File: config.mk
export PLATFORM = sky130hd
export DESIGN_NAME = hwpe_dma_loader
export DESIGN_NICKNAME = d
export VERILOG_FILES = /design/src/rtl/hwpe_dma_loader.sv
export SDC_FILE = /design/constraint.sdc
export NUM_CORES = 1
export LEC_CHECK = 0
export ABC_AREA = 1
export CAP_MARGIN = 30
export CORE_MARGIN = 5
export CORE_UTILIZATION = 51
export DETAILED_ROUTE_END_ITERATION = 8
export PLACE_DENSITY = 0.92
export SLEW_MARGIN = 40
export SYNTH_ARGS = -nofsm -noshare
export SYNTH_HDL_FRONTEND = slang
export SYNTH_SLANG_ARGS = --single-unit
File: constraint.sdc
create_clock -name clk -period 3.45 [get_ports clk]
set_input_delay 1.035 -clock clk [delete_from_list [all_inputs] [get_ports clk]]
set_output_delay 1.035 -clock clk [all_outputs]
set_load 0.005 [all_outputs]
File: src/rtl/hwpe_dma_loader.sv
// Preloads the HWPE fmap banks and kernel SRAM from a byte-addressed source memory.
// One 64-bit read is outstanding at a time; every returned word becomes one dma write.
module hwpe_dma_loader #(
    parameter int unsigned ADDR_WIDTH = 16,
    parameter int unsigned SRC_AW     = 32,
    parameter int unsigned CNT_W      = 16
) (
    input  logic                  clk,
    input  logic                  rst_n,
    input  logic                  start,
    input  logic                  abort,
    input  logic [SRC_AW-1:0]     cfg_f1_src,
    input  logic [ADDR_WIDTH-1:0] cfg_f1_dst,
    input  logic [SRC_AW-1:0]     cfg_f2_src,
    input  logic [ADDR_WIDTH-1:0] cfg_f2_dst,
    input  logic [CNT_W-1:0]      cfg_fwords,
    input  logic [SRC_AW-1:0]     cfg_k_src,
    input  logic [ADDR_WIDTH-1:0] cfg_k_dst,
    input  logic [CNT_W-1:0]      cfg_kwords,
    output logic                  src_req_valid,
    input  logic                  src_req_ready,
    output logic [SRC_AW-1:0]     src_req_addr,
    input  logic                  src_rsp_valid,
    input  logic [63:0]           src_rsp_data,
    output logic                  dma_wen,
    output logic [ADDR_WIDTH-1:0] dma_wa,
    output logic [63:0]           dma_wd,
    output logic                  busy,
    output logic                  fmap_done,
    output logic                  kernel_done,
    output logic                  done
);

    typedef enum logic [2:0] {S_IDLE, S_F1, S_F2, S_KRN, S_FIN} state_t;
    typedef enum logic [1:0] {P_REQ, P_WAIT, P_DRAIN} phase_t;

    state_t                state;
    phase_t                phase;
    logic [CNT_W-1:0]      cnt;
    logic [CNT_W-1:0]      fwords_q;
    logic [CNT_W-1:0]      kwords_q;
    logic [CNT_W-1:0]      seg_words;
    logic [SRC_AW-1:0]     f2_src_q;
    logic [SRC_AW-1:0]     k_src_q;
    logic [ADDR_WIDTH-1:0] f2_dst_q;
    logic [ADDR_WIDTH-1:0] k_dst_q;
    logic [ADDR_WIDTH-1:0] dst_ptr;
    logic                  last_word;

    always_comb begin
        seg_words = (state == S_KRN) ? kwords_q : fwords_q;
        last_word = (cnt == seg_words - CNT_W'(1));
    end

    // src_req_addr doubles as the running source pointer of the active segment
    always_ff @(posedge clk or negedge rst_n) begin
        if (!rst_n) begin
            state         <= S_IDLE;
            phase         <= P_REQ;
            cnt           <= '0;
            fwords_q      <= '0;
            kwords_q      <= '0;
            f2_src_q      <= '0;
            k_src_q       <= '0;
            f2_dst_q      <= '0;
            k_dst_q       <= '0;
            dst_ptr       <= '0;
            src_req_valid <= 1'b0;
            src_req_addr  <= '0;
            dma_wen       <= 1'b0;
            dma_wa        <= '0;
            dma_wd        <= '0;
            busy          <= 1'b0;
            fmap_done     <= 1'b0;
            kernel_done   <= 1'b0;
            done          <= 1'b0;
        end else if (abort) begin
            state         <= S_IDLE;
            phase         <= P_REQ;
            cnt           <= '0;
            src_req_valid <= 1'b0;
            dma_wen       <= 1'b0;
            busy          <= 1'b0;
            done          <= 1'b0;
        end else begin
            dma_wen <= 1'b0;
            done    <= 1'b0;
            case (state)
                S_IDLE: begin
                    if (start) begin
                        fwords_q    <= cfg_fwords;
                        kwords_q    <= cfg_kwords;
                        f2_src_q    <= cfg_f2_src;
                        f2_dst_q    <= cfg_f2_dst;
                        k_src_q     <= cfg_k_src;
                        k_dst_q     <= cfg_k_dst;
                        fmap_done   <= (cfg_fwords == '0);
                        kernel_done <= (cfg_kwords == '0);
                        cnt         <= '0;
                        phase       <= P_REQ;
                        busy        <= 1'b1;
                        // empty segments are skipped without spending a cycle
                        if (cfg_fwords != '0) begin
                            state         <= S_F1;
                            src_req_addr  <= cfg_f1_src;
                            dst_ptr       <= cfg_f1_dst;
                            src_req_valid <= 1'b1;
                        end else if (cfg_kwords != '0) begin
                            state         <= S_KRN;
                            src_req_addr  <= cfg_k_src;
                            dst_ptr       <= cfg_k_dst;
                            src_req_valid <= 1'b1;
                        end else begin
                            state <= S_FIN;
                            done  <= 1'b1;
                        end
                    end
                end
                S_F1, S_F2, S_KRN: begin
                    case (phase)
                        P_REQ: begin
                            if (src_req_ready) begin
                                src_req_valid <= 1'b0;
                                phase         <= P_WAIT;
                            end
                        end
                        P_WAIT: begin
                            if (src_rsp_valid) begin
                                dma_wen <= 1'b1;
                                dma_wa  <= dst_ptr;
                                dma_wd  <= src_rsp_data;
                                if (last_word) begin
                                    cnt <= '0;
                                    if (state == S_F2)  fmap_done   <= 1'b1;
                                    if (state == S_KRN) kernel_done <= 1'b1;
                                    if (state == S_F1) begin
                                        state         <= S_F2;
                                        src_req_addr  <= f2_src_q;
                                        dst_ptr       <= f2_dst_q;
                                        src_req_valid <= 1'b1;
                                        phase         <= P_REQ;
                                    end else if (state == S_F2 && kwords_q != '0) begin
                                        state         <= S_KRN;
                                        src_req_addr  <= k_src_q;
                                        dst_ptr       <= k_dst_q;
                                        src_req_valid <= 1'b1;
                                        phase         <= P_REQ;
                                    end else begin
                                        phase <= P_DRAIN;
                                    end
                                end else begin
                                    cnt           <= cnt + CNT_W'(1);
                                    src_req_addr  <= src_req_addr + SRC_AW'(8);
                                    dst_ptr       <= dst_ptr + ADDR_WIDTH'(8);
                                    src_req_valid <= 1'b1;
                                    phase         <= P_REQ;
                                end
                            end
                        end
                        P_DRAIN: begin
                            // final write is on the bus this cycle; FIN follows it
                            state <= S_FIN;
                            phase <= P_REQ;
                            done  <= 1'b1;
                        end
                        default: phase <= P_REQ;
                    endcase
                end
                S_FIN: begin
                    state <= S_IDLE;
                    busy  <= 1'b0;
                end
                default: state <= S_IDLE;
            endcase
        end
    end

endmodule

==> results, run 1 <==
- The cell at the root of the clock tree is sky130_fd_sc_hd__clkbuf_16.
- For this run, design rule violations remaining after detail routing come to 0.
- The via density per instance is roughly 5.5.
- The time the final worst path needs with I/O delays and setup is between 3000 and 4000 ps.
- The total of max-cap violations is 0.
- The final layout contains routed wiring with a total length of ~51 mm.
- Yosys mapped a number of flops with a built-in enable equal to 0.
- STA classifies the critical path startpoint as a register.
- The width of the chip is about 180 µm.
- The share of the Yosys chip area taken by registers is between 40 and 50%.
- The family with the most delay on the worst path is simple AND/OR/NAND/NOR gates.
- The die is between 150 and 200 µm tall.
- In this run the worst path has a maximum fanout of 39.
- The number of vias in the routed layout is roughly 15,000.
- The clock drives around 280 sinks.
- The worst-case clock buffer depth is 3.
- The net switching power of the design is 7.10 mW.
- The area of the core is 29,800 µm².
- The synthesized design contains ~280 register bits.
- The slowest cell on the critical path is sky130_fd_sc_hd__dfrtp_2.
- The area growth from synthesis to layout is 33.1%.
- The synthesized netlist occupies a cell area of around 15,000 µm².
- Once the clock tree was built, the resizer swapped 0 gates to a different size.
- The number of placement rows is 63.
- The number of max-slew violations in the final report is 0.
- The global-route usage over all layers is just under 30%.
- The clock transition at the registers of the reported paths is approximately 60 ps.
- Entering global routing, the biggest net connects between 90 and 100 pins.
- The die area is 33,800 µm².
- The area share of the leading cell type in the synthesized netlist is a little under half.
- Cells with a size suffix above 1 make up between 7 and 8% of the layout.
- The count of inserted antenna diode cells is 0.
- The most repeated library cell on the critical path is sky130_fd_sc_hd__nand2_1.
- The final count of negative-setup-slack endpoints is 0.
- The number of buffers added for setup after CTS is 0.
- Detailed placement ended at an HPWL of 37.7 mm.
- The global placer's final weighted congestion is between 0.9 and 1.
- The worst-margin pin slew is ~890 ps.
- The type of the setup path with the least slack is reg -> reg.
- The count of buffer and inverter cells on the critical path is 2.
- The largest vdd supply drop is 0.000458 V.
- The number of hold-repair buffers added at the cts stage is 0.
- The TritonCTS clock tree is done.
- For this design the static power due to leakage is 9.92 nW.
- For this run, the leading register cell type out of synthesis is sky130_fd_sc_hd__dfrtp_1.
- Traced cell by cell, the critical path runs through inv_4 > nand3_4 > nand2_1 > nand2_4 > ha_1 > nand3_1 > nor2_4 > nand3_1 > nand2_1 > nand2_1 > nand4_2 > nor2_4 > nand3_4 > buf_12 > nand2_1 > nand3_1 > a21oi_1.
- The first detailed-routing pass ran for 6 iterations.
- The clock network accounts for 19.8% of the total power.
- The post-synthesis average cell area is 7.53 µm².
- The number of nets handed over by synthesis was roughly 2,300.
- The biggest area contributor in the post-synthesis netlist is sky130_fd_sc_hd__dfrtp_1.
- Pin placement for this block handled approximately 360 I/O pins.
- After the last flow step, the layout net total stands at between 2,000 and 3,000.
- The wire length per cell is ~18 µm.
- The worst max-slew margin expressed relative to the limit is 40.7%.
- The class of the worst hold path is in -> async.
- The hold violation total from the final report is 0.
- Adding up every negative setup slack in the final design gives 0 ps.
- In this design, the stage delay of the slowest critical-path cell is 480 ps.
- The initial antenna violation count came to 0.
- The internal power of the cells is just over 10 mW.
- Once the floorplan was initialized, standard cells occupied about 52% of the core.
- The async set-reset flop share out of synthesis is 100%.
- The power density of the placed cells is 844 nW/µm².
- The worst path arrival time is approximately 3700 ps.
- Counting every instance in the synthesized netlist gives between 2,000 and 2,500.
- Synthesis instantiated 42 different standard cells from the library.
- The first-iteration detailed-routing DRC count is roughly 1,300.
- The remaining antenna violation count is 0.
- The insertion delay of the later-clocked pin in the worst-skew pair is 560 ps.
- Setup repair after global routing left no endpoint under its margin.
- The number of warnings printed during yosys synthesis is 0.
- The part of the total power dissipated in sequential elements is a little over a third.
- For this run the aggregate overflow at the end of global routing stands at 0.
- Net switching is between 40% and 50% of the power.
- The worst clock skew is 14.6 ps.
- The number of port buffers is approximately 360.
- The via count of the first global-routing pass came to between 15,000 and 20,000.
- The final instance area is around 20,000 µm².
- The endpoint kind of the worst setup timing path is a register.
- The post-place instance area is 19,500 µm².
- Timing would allow up to about 320 MHz.
- By area the synthesized netlist is led by sky130_fd_sc_hd__dfrtp_1 46%, sky130_fd_sc_hd__nand2_1 16%, sky130_fd_sc_hd__inv_1 4.6%, sky130_fd_sc_hd__o21ai_0 4.3%, sky130_fd_sc_hd__nand3_1 4.2%.
- The post-route fraction of the period consumed by the critical path is a little over 90%.
- The first global-routing pass estimated ~80 mm of wire.
- Data on the critical path is required at its endpoint by ~4000 ps.
- The final-layout fill cell count is about 2,300.
- The number of buffers added by the clock tree synthesis step is 31.
- The share of total power dissipated in combinational logic is about 46%.
- The flow ran to the end, and the final reports show no timing, DRC or antenna violations.
- The H-tree depth is 1.
## state kept, by name, summed over array words and instances, names as in the netlist, 2 cells and up
register,count
cnt,16
dma_wa,16
dma_wd,64
dst_ptr,16
f2_dst_q,16
f2_src_q,32
fwords_q,16
k_dst_q,16
k_src_q,32
kwords_q,16
phase,2
src_req_addr,32
state,3
## layout make-up
class	count	area, µm²	share of cell area, %
inverters	200	753	3.67
flip-flops and latches	283	7090	34.5
clock buffers	41	853	4.15
multi-input cells	1464	7150	34.8
clock inverters	10	186	0.907
repair buffers	398	4030	19.6
well taps	390	488	2.38
## metal layers
| layer | global-route usage [%] | wire, µm | vias up |
|---|---|---|---|
| met4 | 10.8 | 1870 | 0 |
| met1 | 36.0 | 19100 | 7198 |
| li1 | - | - | 7239 |
| met3 | 5.42 | 4390 | 131 |
| met2 | 50.8 | 25100 | 821 |
| met5 | 0 | 0 | - |
## final timing paths
| kind | from | to | slack, ps | cells after the start |
|---|---|---|---|---|
| max | state[2] | src_req_addr[11] | 280 | 17 |
| min | rst_n | k_src_q[16] | 330 | 1 |
| max reg2reg | state[2] | src_req_addr[11] | 280 | 17 |
| min reg2reg | dma_wd[32] | dma_wd[32] | 470 | 2 |
| max in group asynchronous | rst_n | dma_wd[37] | 2340 | 2 |
| min in group clk | dma_wd[32] | dma_wd[32] | 470 | 2 |
## cells in the mapped netlist, drive strengths merged, types with 20 or more instances
| cell | count |
|---|---|
| nand4 | 49 |
| nor3 | 20 |
| o21ai | 135 |
| xor2 | 46 |
| nand2 | 684 |
| nor2 | 163 |
| nand3 | 135 |
| clkbuf | 78 |
| dfrtp | 283 |
| o211ai | 23 |
| mux2 | 31 |
| inv | 199 |
| a21oi | 126 |
| buf | 25 |
## logic make-up after synthesis
| kind of cell | Yosys count | share of synthesized area [%] |
|---|---|---|
| compound gates | 302 | 10.4 |
| xor+xnor | 59 | 3.35 |
| fa+ha+maj | 4 | 0.324 |
| buf+inv | 303 | 8.12 |
| flops | 283 | 45.9 |
| mux | 31 | 2.26 |
| simple gates | 1068 | 29.7 |
## layout by cell type, fill, tap and decap left out, drive strengths merged
master         count
a21oi            126
o21bai             1
a211oi             1
nand3            135
and2               1
nor2             163
bufinv             5
dfrtp            283
nor3              20
o22ai             13
o211ai            23
xor2              46
clkinv             4
inv              201
clkdlybuf4s50    362
o21a               1
o31ai              1
nand3b             6
xnor2             13
nand2            684
nand4             49
buf               36
ha                 4
nor4              10
mux2              31
clkbuf            41
o21ai            135
a21boi             1
## metrics by stage
step / cells / worst slack, ps / utilization, % / total power, mW / hold WS, ps
after CTS: 2786 / 1.37 / 68.9 / 17.3 / 307
after global placement: 2735 / 103 / 65.4 / 13.5 / 452
after detailed placement: 2735 / 0.0857 / 65.4 / 13.8 / 459
after floorplan: 2050 / 597 / - / 10.3 / 449
final: 2786 / 278 / 68.9 / 17.3 / 331
after global routing: 2786 / 6.61 / 68.9 / 18.6 / 325
## power groups by stage
stage / Combinational (mW) / Sequential [mW] / Clock, mW
after CTS: 7.86 / 5.99 / 3.48
after detailed placement: 7.79 / 6.02 / 0
final: 7.90 / 6.02 / 3.43
after global routing: 8.77 / 6.19 / 3.62
after global placement: 7.55 / 5.96 / 0
after floorplan: 4.67 / 5.67 / 0
Note: power is estimated with default switching activity, not from simulation.
==> run 2: changes to the inputs <==
Settings changed: CAP_MARGIN 30 to 20.
==> results of run 2 <==
Final layout, timing and power as in run 1 (identical DEF).
==> run 3: changes to the inputs <==
Settings changed: GPL_TIMING_DRIVEN set to 0.
==> results, run 3 (same netlist as run 1, synthesis figures left out) <==
- The wire length per cell is between 20 and 25 µm.
- TritonCTS built the clock tree.
- The number of flip-flops in the largest register is 64.
- For this block, the initial DRC count from the detailed router was approximately 1,800.
- The final-layout worst hold slack is between 300 and 400 ps.
- The worst path meets setup with approximately 53 ps of slack.
- The remaining antenna violation count is 0.
- The final reports fail on DRC.
- Buffers inserted during clock tree synthesis total 30.
- The pre-CTS setup slack is -445 ps.
- dma_wd holds more flip-flops than any other register.
- For the final database, setup skew stands at 24.7 ps.
- The worst path arrival time is about 4000 ps.
- The post-route netlist has 7.78% of its cells at a drive strength greater than 1.
- The internal portion of the total power is roughly 11 mW.
- The worst-margin pin slew is around 900 ps.
- The clock sink total is ~280.
- STA puts the critical path data required time at approximately 3900 ps.
- The congestion estimate from routability-driven global placement came to slightly below 1.
- The post-place instance area is ~20,000 µm².
- The number of cells on the worst reg-to-reg path is 22.
- The width of the chip is 184 µm.
- The initial utilization of the core area, before any placement, comes to roughly 52%.
- The initialized floorplan defines 63 standard-cell rows.
- The pin count of the biggest net entering global routing is 70.
- The library cells used most frequently in the layout, excluding fill and tap cells, are 668 x sky130_fd_sc_hd__nand2_1, 361 x sky130_fd_sc_hd__clkdlybuf4s50_1, 283 x sky130_fd_sc_hd__dfrtp_1, 190 x sky130_fd_sc_hd__inv_1, 145 x sky130_fd_sc_hd__nor2_1.
- The endpoint of the most critical register-to-register path is dst_ptr[2].
- The tree is rooted in a sky130_fd_sc_hd__clkbuf_16.
- The startpoint of the most critical register-to-register path is state[2].
- The final-layout fill cell count is 2,255.
- The via density per instance is approximately 5.7.
- The share of total power dissipated in sequential elements is 33.3%.
- The launching instance or port of the critical path is cfg_fwords[3].
- The class of the worst hold path is in -> async.
- Measured against its own limit, the worst slew margin works out to 40.4%.
- The die area is approximately 34,000 µm².
- The remaining design rule violation count is 1.
- The critical path goes through clkdlybuf4s50_1 > inv_1 > nand4_1 > nor2_1 > nand2_1 > inv_1 > nand2_1 > nor2_1 > nor4_4 > buf_4 > clkbuf_1 > a21oi_1 > a21oi_1.
- The number of vias in the routed layout is between 15,000 and 20,000.
- VDD sags by at most about 0.00050 V.
- In this run the worst setup path terminates at src_req_addr[27].
- The final layout contains routed wiring with a total length of between 50 and 60 mm.
- The reported leakage power is ~10 nW.
- The clock reaches the later pin of the worst-skew pair after approximately 580 ps.
- The net switching power of the design is 7.51 mW.
- The hold violation total from the final report is 0.
- The number of hold-repair buffers added at the cts stage is 0.
- For this design the ratio of total power to cell area is 859 nW/µm².
- The final count of negative-setup-slack endpoints is 0.
- The global-route usage over all layers is ~34%.
- The number of nets in the finished design is between 2,000 and 3,000.
- The area growth from synthesis to layout is 36.5%.
- The maximum frequency from static timing analysis is around 290 MHz.
- The count of inserted antenna diode cells is 0.
- In this run the deepest clock path goes through 3 buffers.
- The switching power share of the total is 41.5%.
- The total congestion overflow is 0.
- The number of placed instances with taps included is approximately 2,800.
- The clock transition at the registers of the reported paths is ~70 ps.
- In this run, the combinational gates consume between 40% and 50% of the power.
- The die extent in y is about 180 µm.
- The number of primary I/O pins is 364.
- The area of the core is between 20,000 and 30,000 µm².
- The setup TNS after final layout is 0 ps.
- The via count of the first global-routing pass was ~16,000.
- The type of the setup path with the least slack is in -> reg.
- The initial antenna violation count is 0.
- The library cell used most frequently in the layout, excluding fill and tap cells, is sky130_fd_sc_hd__nand2_1.
- The register-to-register path setup slack is around 160 ps.
- The maximum fanout along the worst path is 10.
- The post-route fraction of the period consumed by the critical path is between 90% and 100%.
- CTS built an H-tree with a depth of 1.
- The clock period could shrink to roughly 3400 ps.
- The share of power burned in the clock network is between 20% and 30%.
- The critical path startpoint category is an input pin.
- The endpoint kind of the worst setup timing path is a register.
- The final core utilization is between 70% and 80%.
- The largest single stage delay on the critical path is ~490 ps.
- After layout, the design draws a total of approximately 18 mW.
- The detailed-placement wirelength estimate is 45.2 mm.
- Input and output buffers added on the ports amount to about 360.
- The number of max-slew violations in the final report is 0.
- Before antenna repair, the detailed router went through 9 iterations.
- The filler-free cell count of the finished design is ~2,900.
- Across the run, the number of max-cap violations was 0.
- The run finished, with violations left.
- The wire length of the first global-routing pass is slightly below 90 mm.
- The slowest stage of the critical path belongs to the cell sky130_fd_sc_hd__clkdlybuf4s50_1.
- Summing all non-filler instances in the final layout gives an area of 21,100 µm².
## run 3: worst min path at each step
stage                      from          endpoint  slack [ps]
finish                    rst_n      f2_src_q[16]         360
global route              rst_n      f2_src_q[16]         380
CTS                       rst_n  src_req_addr[20]         360
detailed placement   dma_wd[63]        dma_wd[63]         460
global placement     dma_wd[18]        dma_wd[18]         450
floorplan           dst_ptr[15]       dst_ptr[15]         450
## run 3: cell type report
class	count	area, µm²	area share, %
multi-input combinational	1464	7190	34.1
sequential	283	7080	33.6
timing repair buffer	386	3890	18.5
clock buffer	40	848	4.03
inverter	200	767	3.64
buffer	103	515	2.45
tap	390	488	2.32
clock inverter	16	280	1.33
## run 3: repair_timing
action | in CTS | in global routing
gates resized for setup | 7 | 27
pin swaps | 1 | 8
setup endpoints to repair | 109 | 145
buffers inserted | 8 | 12
## run 3: layer usage
| metal | part of all wire (%) | vias up | wire [µm] | GRT usage [%] |
|---|---|---|---|---|
| met5 | 0 | - | 0 | 0 |
| met4 | 5.6 | 0 | 3310 | 15.7 |
| met3 | 12 | 273 | 6790 | 8.23 |
| met2 | 46 | 1099 | 27200 | 55.3 |
| met1 | 37 | 7648 | 21500 | 41.6 |
| li1 | - | 7439 | - | - |
## run 3: worst max-delay path: cells and delay by family
| family | cells | cell delay, ps |
|---|---|---|
| AOI/OAI and AO/OA | 2 | 340 |
| and+or+nand+nor | 6 | 1070 |
| buffers and inverters | 5 | 1440 |
## run 3: power by group through the flow
stage	Sequential [mW]	Combinational [mW]	Clock (mW)
final	6.01	8.40	3.67
after global routing	6.15	9.23	3.83
after CTS	5.96	8.08	3.68
after detailed placement	6.00	7.97	0
after global placement	5.96	7.71	0
after floorplan	5.67	4.67	0
